===== config.mk =====
export PLATFORM = sky130hd
export DESIGN_NAME = mac_sequencer
export DESIGN_NICKNAME = d
export VERILOG_FILES = /design/src/rtl/mac_sequencer_pkg.sv /design/src/rtl/mac_sequencer_beat_pipe.sv /design/src/rtl/mac_sequencer.sv
export SDC_FILE = /design/constraint.sdc
export NUM_CORES = 1
export LEC_CHECK = 0
export ABC_AREA = 1
export CAP_MARGIN = 25
export CORE_MARGIN = 2
export CORE_UTILIZATION = 35
export CTS_CLUSTER_DIAMETER = 60
export CTS_CLUSTER_SIZE = 12
export DETAILED_ROUTE_END_ITERATION = 8
export PLACE_DENSITY = 0.83
export SLEW_MARGIN = 20
export SYNTH_ARGS = -nofsm -noshare
export SYNTH_HDL_FRONTEND = slang
export SYNTH_SLANG_ARGS = --single-unit

===== constraint.sdc =====
create_clock -name clk -period 1.5 [get_ports clk]
set_clock_uncertainty 0.15 [all_clocks]
set_input_delay 0.225 -clock clk [delete_from_list [all_inputs] [get_ports clk]]
set_output_delay 0.225 -clock clk [all_outputs]
set_load 0.02 [all_outputs]

===== src/rtl/mac_sequencer_pkg.sv =====
// Shared DSP-slice definitions for the MAC sequencer.
// Opmode encodings and the per-beat tag that follows each beat to the slice output.
package mac_sequencer_pkg;

    localparam logic [7:0] OPM_ZERO  = 8'h00;
    localparam logic [7:0] OPM_FIRST = 8'h01;
    localparam logic [7:0] OPM_ACC   = 8'h09;
    localparam logic [7:0] OPM_HOLD  = 8'h08;

    typedef struct packed {
        logic valid;
        logic first;
        logic last;
    } beat_t;

    localparam int BEAT_W = $bits(beat_t);

    // A bubble keeps P untouched so idle slots never disturb a partial sum.
    function automatic logic [7:0] beatOpmode(input beat_t beat);
        if (!beat.valid) begin
            return OPM_HOLD;
        end
        return beat.first ? OPM_FIRST : OPM_ACC;
    endfunction

endpackage


===== src/rtl/mac_sequencer_beat_pipe.sv =====
// Fixed-depth delay line that re-times beat tags to the DSP slice P/carryout update.
module beat_pipe #(
    parameter int WIDTH = 3,
    parameter int DEPTH = 3
) (
    input  logic             clk,
    input  logic             rst,
    input  logic [WIDTH-1:0] d_i,
    output logic [WIDTH-1:0] q_o
);

    logic [WIDTH-1:0] stage_q [DEPTH];

    always_ff @(posedge clk) begin
        if (rst) begin
            for (int i = 0; i < DEPTH; i++) begin
                stage_q[i] <= '0;
            end
        end else begin
            stage_q[0] <= d_i;
            for (int i = 1; i < DEPTH; i++) begin
                stage_q[i] <= stage_q[i-1];
            end
        end
    end

    assign q_o = stage_q[DEPTH-1];

endmodule


===== src/rtl/mac_sequencer.sv =====
// Feeds an external DSP slice one tap per beat and collects each NTAPS-long dot product.
// Results are held until accepted; the last tap of the next product stalls if one is still pending.
module mac_sequencer
    import mac_sequencer_pkg::*;
#(
    parameter int NTAPS = 8,
    parameter int LAT   = 3
) (
    input  logic        clk,
    input  logic        rst,
    input  logic        s_valid,
    output logic        s_ready,
    input  logic [17:0] s_a,
    input  logic [17:0] s_b,
    output logic [17:0] dsp_a,
    output logic [17:0] dsp_b,
    output logic [7:0]  dsp_opmode,
    input  logic [47:0] dsp_p,
    input  logic        dsp_carryout,
    output logic        r_valid,
    input  logic        r_ready,
    output logic [47:0] r_data,
    output logic        r_ovf
);

    localparam int CNT_W = $clog2(NTAPS);

    logic [CNT_W-1:0] tapCnt_q;
    logic [CNT_W-1:0] tapCnt_d;
    logic [17:0]      dspA_q;
    logic [17:0]      dspB_q;
    logic [7:0]       opmode_q;
    beat_t            beatDly_q;
    logic             ovf_q;
    logic             rValid_q;
    logic [47:0]      rData_q;
    logic             rOvf_q;

    logic             isFirst;
    logic             isLast;
    logic             accept;
    beat_t            beatIn;
    logic [BEAT_W-1:0] pipeOutBits;
    beat_t            pipeOut;
    logic             capture;
    logic             ovfNow;

    assign isFirst = (tapCnt_q == '0);
    assign isLast  = (tapCnt_q == CNT_W'(NTAPS - 1));
    assign s_ready = !rst && !(isLast && rValid_q && !r_ready);
    assign accept  = s_valid && s_ready;

    always_comb begin
        beatIn       = '0;
        beatIn.valid = accept;
        beatIn.first = accept && isFirst;
        beatIn.last  = accept && isLast;
        tapCnt_d     = tapCnt_q;
        if (accept) begin
            tapCnt_d = isLast ? '0 : tapCnt_q + CNT_W'(1);
        end
    end

    beat_pipe #(
        .WIDTH (BEAT_W),
        .DEPTH (LAT)
    ) u_beat_pipe (
        .clk (clk),
        .rst (rst),
        .d_i (beatIn),
        .q_o (pipeOutBits)
    );

    // pipeOut lines up with the slice P/carryout produced by that beat.
    assign pipeOut = beat_t'(pipeOutBits);
    assign capture = pipeOut.valid && pipeOut.last;
    assign ovfNow  = pipeOut.first ? dsp_carryout : (ovf_q | dsp_carryout);

    always_ff @(posedge clk) begin
        if (rst) begin
            tapCnt_q  <= '0;
            dspA_q    <= '0;
            dspB_q    <= '0;
            opmode_q  <= OPM_ZERO;
            beatDly_q <= '0;
            ovf_q     <= 1'b0;
            rValid_q  <= 1'b0;
            rData_q   <= '0;
            rOvf_q    <= 1'b0;
        end else begin
            tapCnt_q  <= tapCnt_d;
            dspA_q    <= accept ? s_a : '0;
            dspB_q    <= accept ? s_b : '0;
            beatDly_q <= beatIn;
            opmode_q  <= beatOpmode(beatDly_q);
            if (pipeOut.valid) begin
                ovf_q <= ovfNow;
            end
            // A fresh capture takes priority over the handshake clearing r_valid.
            if (capture) begin
                rData_q  <= dsp_p;
                rOvf_q   <= ovfNow;
                rValid_q <= 1'b1;
            end else if (rValid_q && r_ready) begin
                rValid_q <= 1'b0;
            end
        end
    end

    assign dsp_a      = dspA_q;
    assign dsp_b      = dspB_q;
    assign dsp_opmode = opmode_q;
    assign r_valid    = rValid_q;
    assign r_data     = rData_q;
    assign r_ovf      = rOvf_q;

endmodule

==> flow_summary.json <==
{
  "run_status": "finished with violations",
  "violated_checks": "negative setup slack",
  "synth_enable_flop_cells": 0,
  "max_freq_ghz": 0.583,
  "worst_setup_path_endpoint": "dsp_b[13]$_SDFF_PP0_",
  "hpwl_mm": 6.44,
  "clock_tree_sinks": 101,
  "timing.final.crit_period_ns": 1.71,
  "synthDominantAreaCellType": "sky130_fd_sc_hd__dfxtp_1",
  "combPwrFrac_pct": 12.9,
  "instances_no_fill": 727,
  "yosys.cell_count.top_type": "sky130_fd_sc_hd__nor2_1",
  "ys_top_cells_by_area": "sky130_fd_sc_hd__dfxtp_1 61%, sky130_fd_sc_hd__nor2_1 16%, sky130_fd_sc_hd__inv_1 6.1%",
  "share_clk_of_total_power_pct": 32.3,
  "startpoint": "tapCnt_q[0]$_SDFFE_PP0P_",
  "async_set_or_reset_register_ratio_after_synthesis_pct": 0,
  "power-per-cell-area_nw_per_um2": 878,
  "routedLengthMet1_mm": 3.55,
  "hold_path.class": "primary input to flop",
  "endpoint_kind": "flop",
  "peakVddDrop_mv": 0.562,
  "worst_skew_pair.late_latency_ns": 0.35,
  "yosys.cell_types.count": 19,
  "insertedDiodeCount": 0,
  "drt-total-wl_mm": 9.43,
  "dr_wl_met3_um": 837,
  "clockBufferDepth": 2,
  "globalRoute.totalOverflow": 0,
  "mappedNetlistArea_um2": 3340,
  "crit_family": "buffers and inverters",
  "initialDrtViolationCount": 68,
  "final_area_um2": 5740,
  "critical_path_buf_inv_count": 4,
  "setup_viols_final": 41,
  "port_buffers": 177,
  "delay_of_the_slowest_cell_on_the_worst_path_ns": 0.37,
  "yosysWarnings": 0,
  "dr.max_layer_used": "met4",
  "cts_root_buffer": "sky130_fd_sc_hd__clkbuf_8",
  "maxCapViolCount": 0,
  "reg_to_reg_critical_path_startpoint": "tapCnt_q[0]$_SDFFE_PP0P_",
  "layout-drive-gt1-share_pct": 14.4,
  "drtAntennaViolNets": 0,
  "chipHeight_um": 102,
  "layout-area-overhead-vs-synth_pct": 71.9,
  "final.period_utilization_pct": 114,
  "yosys_most_used_dff": "sky130_fd_sc_hd__dfxtp_1",
  "seqPwrFrac_pct": 54.8,
  "yosysTopAreaCellShare_pct": 60.5,
  "gpl.final_weighted_congestion": 0.798,
  "avg_wl_per_cell_um": 13.0,
  "grtUsageTotal_pct": 17.9,
  "power.switching_mw": 1.20,
  "final_hold_viol_count": 0,
  "first_global_vias": 3197,
  "floorplan.io_pins": 184,
  "placed_cells_incl_taps": 704,
  "crit_path_top_delay_cell": "sky130_fd_sc_hd__dfxtp_4",
  "post_dp_cell_area_um2": 5260,
  "power.switching_fraction_pct": 23.8,
  "rsz_0062_raised_after_global_routing": "yes",
  "initial_utilization_pct": 36.1,
  "avgViaCountPerCell": 4.33,
  "route.met2.wl_mm": 4.83,
  "antenna_found_initial": 0,
  "h-tree-depth": 3,
  "largest_net_degree_at_the_start_of_global_routing": 55,
  "reg2reg_depth": 9,
  "critPathLaunchType": "flop",
  "path_depth": 9,
  "internal_power_mw": 3.84,
  "setup_slack_ns": -0.214,
  "cts_tree": "built",
  "rrSetupSlack_ns": -0.21,
  "cp_data_arrival_time_ns": 1.85,
  "synth-seq-cells": 101,
  "worst_setup_hold_path_clk_slew_ns": 0.10,
  "fp.dieW_um": 102,
  "drv_slew": 0,
  "num-nets-final": 688,
  "design.die.area_um2": 10300,
  "fp.coreArea_um2": 9240,
  "global_route_wire_length_before_repair_mm": 14.5,
  "drcViolationCount": 0,
  "rows": 35,
  "numCtsBuffers": 9,
  "path_class": "flop to flop",
  "synth_cells": 407,
  "synth_seq_area_share_pct": 60.5,
  "post_cts_hold_buffer_count": 0,
  "worst-path-max-fanout": 8,
  "post_synth_most_frequent_cells": "146 x sky130_fd_sc_hd__nor2_1, 101 x sky130_fd_sc_hd__dfxtp_1, 54 x sky130_fd_sc_hd__inv_1",
  "worstReg2RegEnd": "dsp_b[13]$_SDFF_PP0_",
  "dr.pass1.iters": 4,
  "cellLeakagePower_nw": 2.74,
  "crit_chain": "ha_4, ha_4, nand3_4, buf_4, buf_6, nand3_4, buf_12, buf_16, nor2_4",
  "vias": 3146,
  "required_ns": 1.64,
  "syn_avg_cell_area_um2": 8.21
}
cell usage in the layout (no fill, tap or decap), drive strengths merged:
master	netlist	routed
clkbuf	5	9
ha	3	3
clkdlybuf4s15	0	1
conb	1	6
nand4	2	2
buf	21	23
inv	56	56
nor2	146	146
dlygate4sd2	0	87
o21ai	49	49
clkdlybuf4s50	0	88
a21oi	3	3
clkinvlp	0	3
dfxtp	101	101
bufinv	0	1
nand2	18	18
nand3	2	2
worst min path at each step:
| stage | startpoint | end | slack, ns | cells after the start |
|---|---|---|---|---|
| 3_5_place_dp | u_beat_pipe.stage_q[0][5]$_SDFF_PP0_ | u_beat_pipe.stage_q[0][8]$_SDFF_PP0_ | 0.24 | 2 |
| 5_1_grt | s_a[2] | dsp_a[2]$_SDFF_PP0_ | 0.23 | 3 |
| 2_1_floorplan | s_a[0] | dsp_a[0]$_SDFF_PP0_ | 0.19 | 2 |
| 6_report | s_b[9] | dsp_b[9]$_SDFF_PP0_ | 0.24 | 3 |
| 3_3_place_gp | u_beat_pipe.stage_q[0][0]$_SDFF_PP0_ | u_beat_pipe.stage_q[0][3]$_SDFF_PP0_ | 0.24 | 2 |
| 4_1_cts | s_b[9] | dsp_b[9]$_SDFF_PP0_ | 0.22 | 3 |
layout make-up:
| class | instances | area (um2) |
|---|---|---|
| clock buffers | 9 | 124 |
| clock inverters | 4 | 52.6 |
| fillers | 793 | 3500 |
| inverters | 56 | 210 |
| multi-input cells | 229 | 1210 |
| flip-flops and latches | 101 | 2030 |
| well taps | 129 | 161 |
| repair buffers | 199 | 1960 |
power groups by stage:
stage          logic [mW]  registers, mW  clock network (mW)
3_3_place_gp        0.550           2.82                   0
4_1_cts             0.598           2.76                1.68
5_1_grt             0.706           2.77                1.78
3_5_place_dp        0.558           2.82                   0
2_1_floorplan       0.162           2.87                   0
6_report            0.651           2.76                1.63
routing by layer:
layer	track usage [%]	vias up
li1	-	1580
met4	6.65	0
met5	0	-
met1	18.4	1412
met3	6.42	21
met2	32.9	133
worst reg2reg max path, cell delays in order, from the launching register on:
cell and delay, ns:
sky130_fd_sc_hd__dfxtp_4 0.37, sky130_fd_sc_hd__ha_4 0.17, sky130_fd_sc_hd__ha_4 0.16, sky130_fd_sc_hd__nand3_4 0.07
sky130_fd_sc_hd__buf_4 0.12, sky130_fd_sc_hd__buf_6 0.09, sky130_fd_sc_hd__nand3_4 0.10, sky130_fd_sc_hd__buf_12 0.18
sky130_fd_sc_hd__buf_16 0.15, sky130_fd_sc_hd__nor2_4 0.08
what timing repair did:
| action | 4_1_cts | 5_1_grt |
|---|---|---|
| cloned | 3 | 0 |
| endpoints found under the hold margin | 0 | 0 |
| pin swaps | 3 | 3 |
| gates resized for setup | 131 | 47 |
| setup buffers | 6 | 4 |
| setup endpoints to repair | 130 | 42 |
sequential cells by signal, indices dropped and copies added (netlist names):
register / count
r_data: 48
dsp_a: 18
dsp_b: 18
u_beat_pipe.stage_q: 9
tapCnt_q: 3
dsp_opmode: 2
ovf_q: 1
r_ovf: 1
r_valid: 1
through the flow:
| step | util, % | worst slack, ns | power (mW) | setup TNS (ns) | hold WS [ns] |
|---|---|---|---|---|---|
| floorplan | - | 0.0665 | 3.03 | 0 | 0.187 |
| global placement | 56.9 | -0.463 | 3.37 | -16.94 | 0.240 |
| detailed placement | 56.9 | -0.470 | 3.38 | -21.16 | 0.245 |
| CTS | 60.1 | -0.204 | 5.04 | -5.19 | 0.224 |
| global route | 62.1 | -0.273 | 5.25 | -8.10 | 0.234 |
| finish | 62.1 | -0.214 | 5.04 | -5.81 | 0.237 |
cells by family after synthesis:
logic type	synth area share (%)
other	0.112
flip-flops	60.5
adder cells (fa/ha/maj)	1.12
buffers and inverters	11.1
AND/OR/NAND/NOR	19.3
AO/OA/AOI/OAI	7.79
No activity file was read; power rests on OpenSTA's default activity.
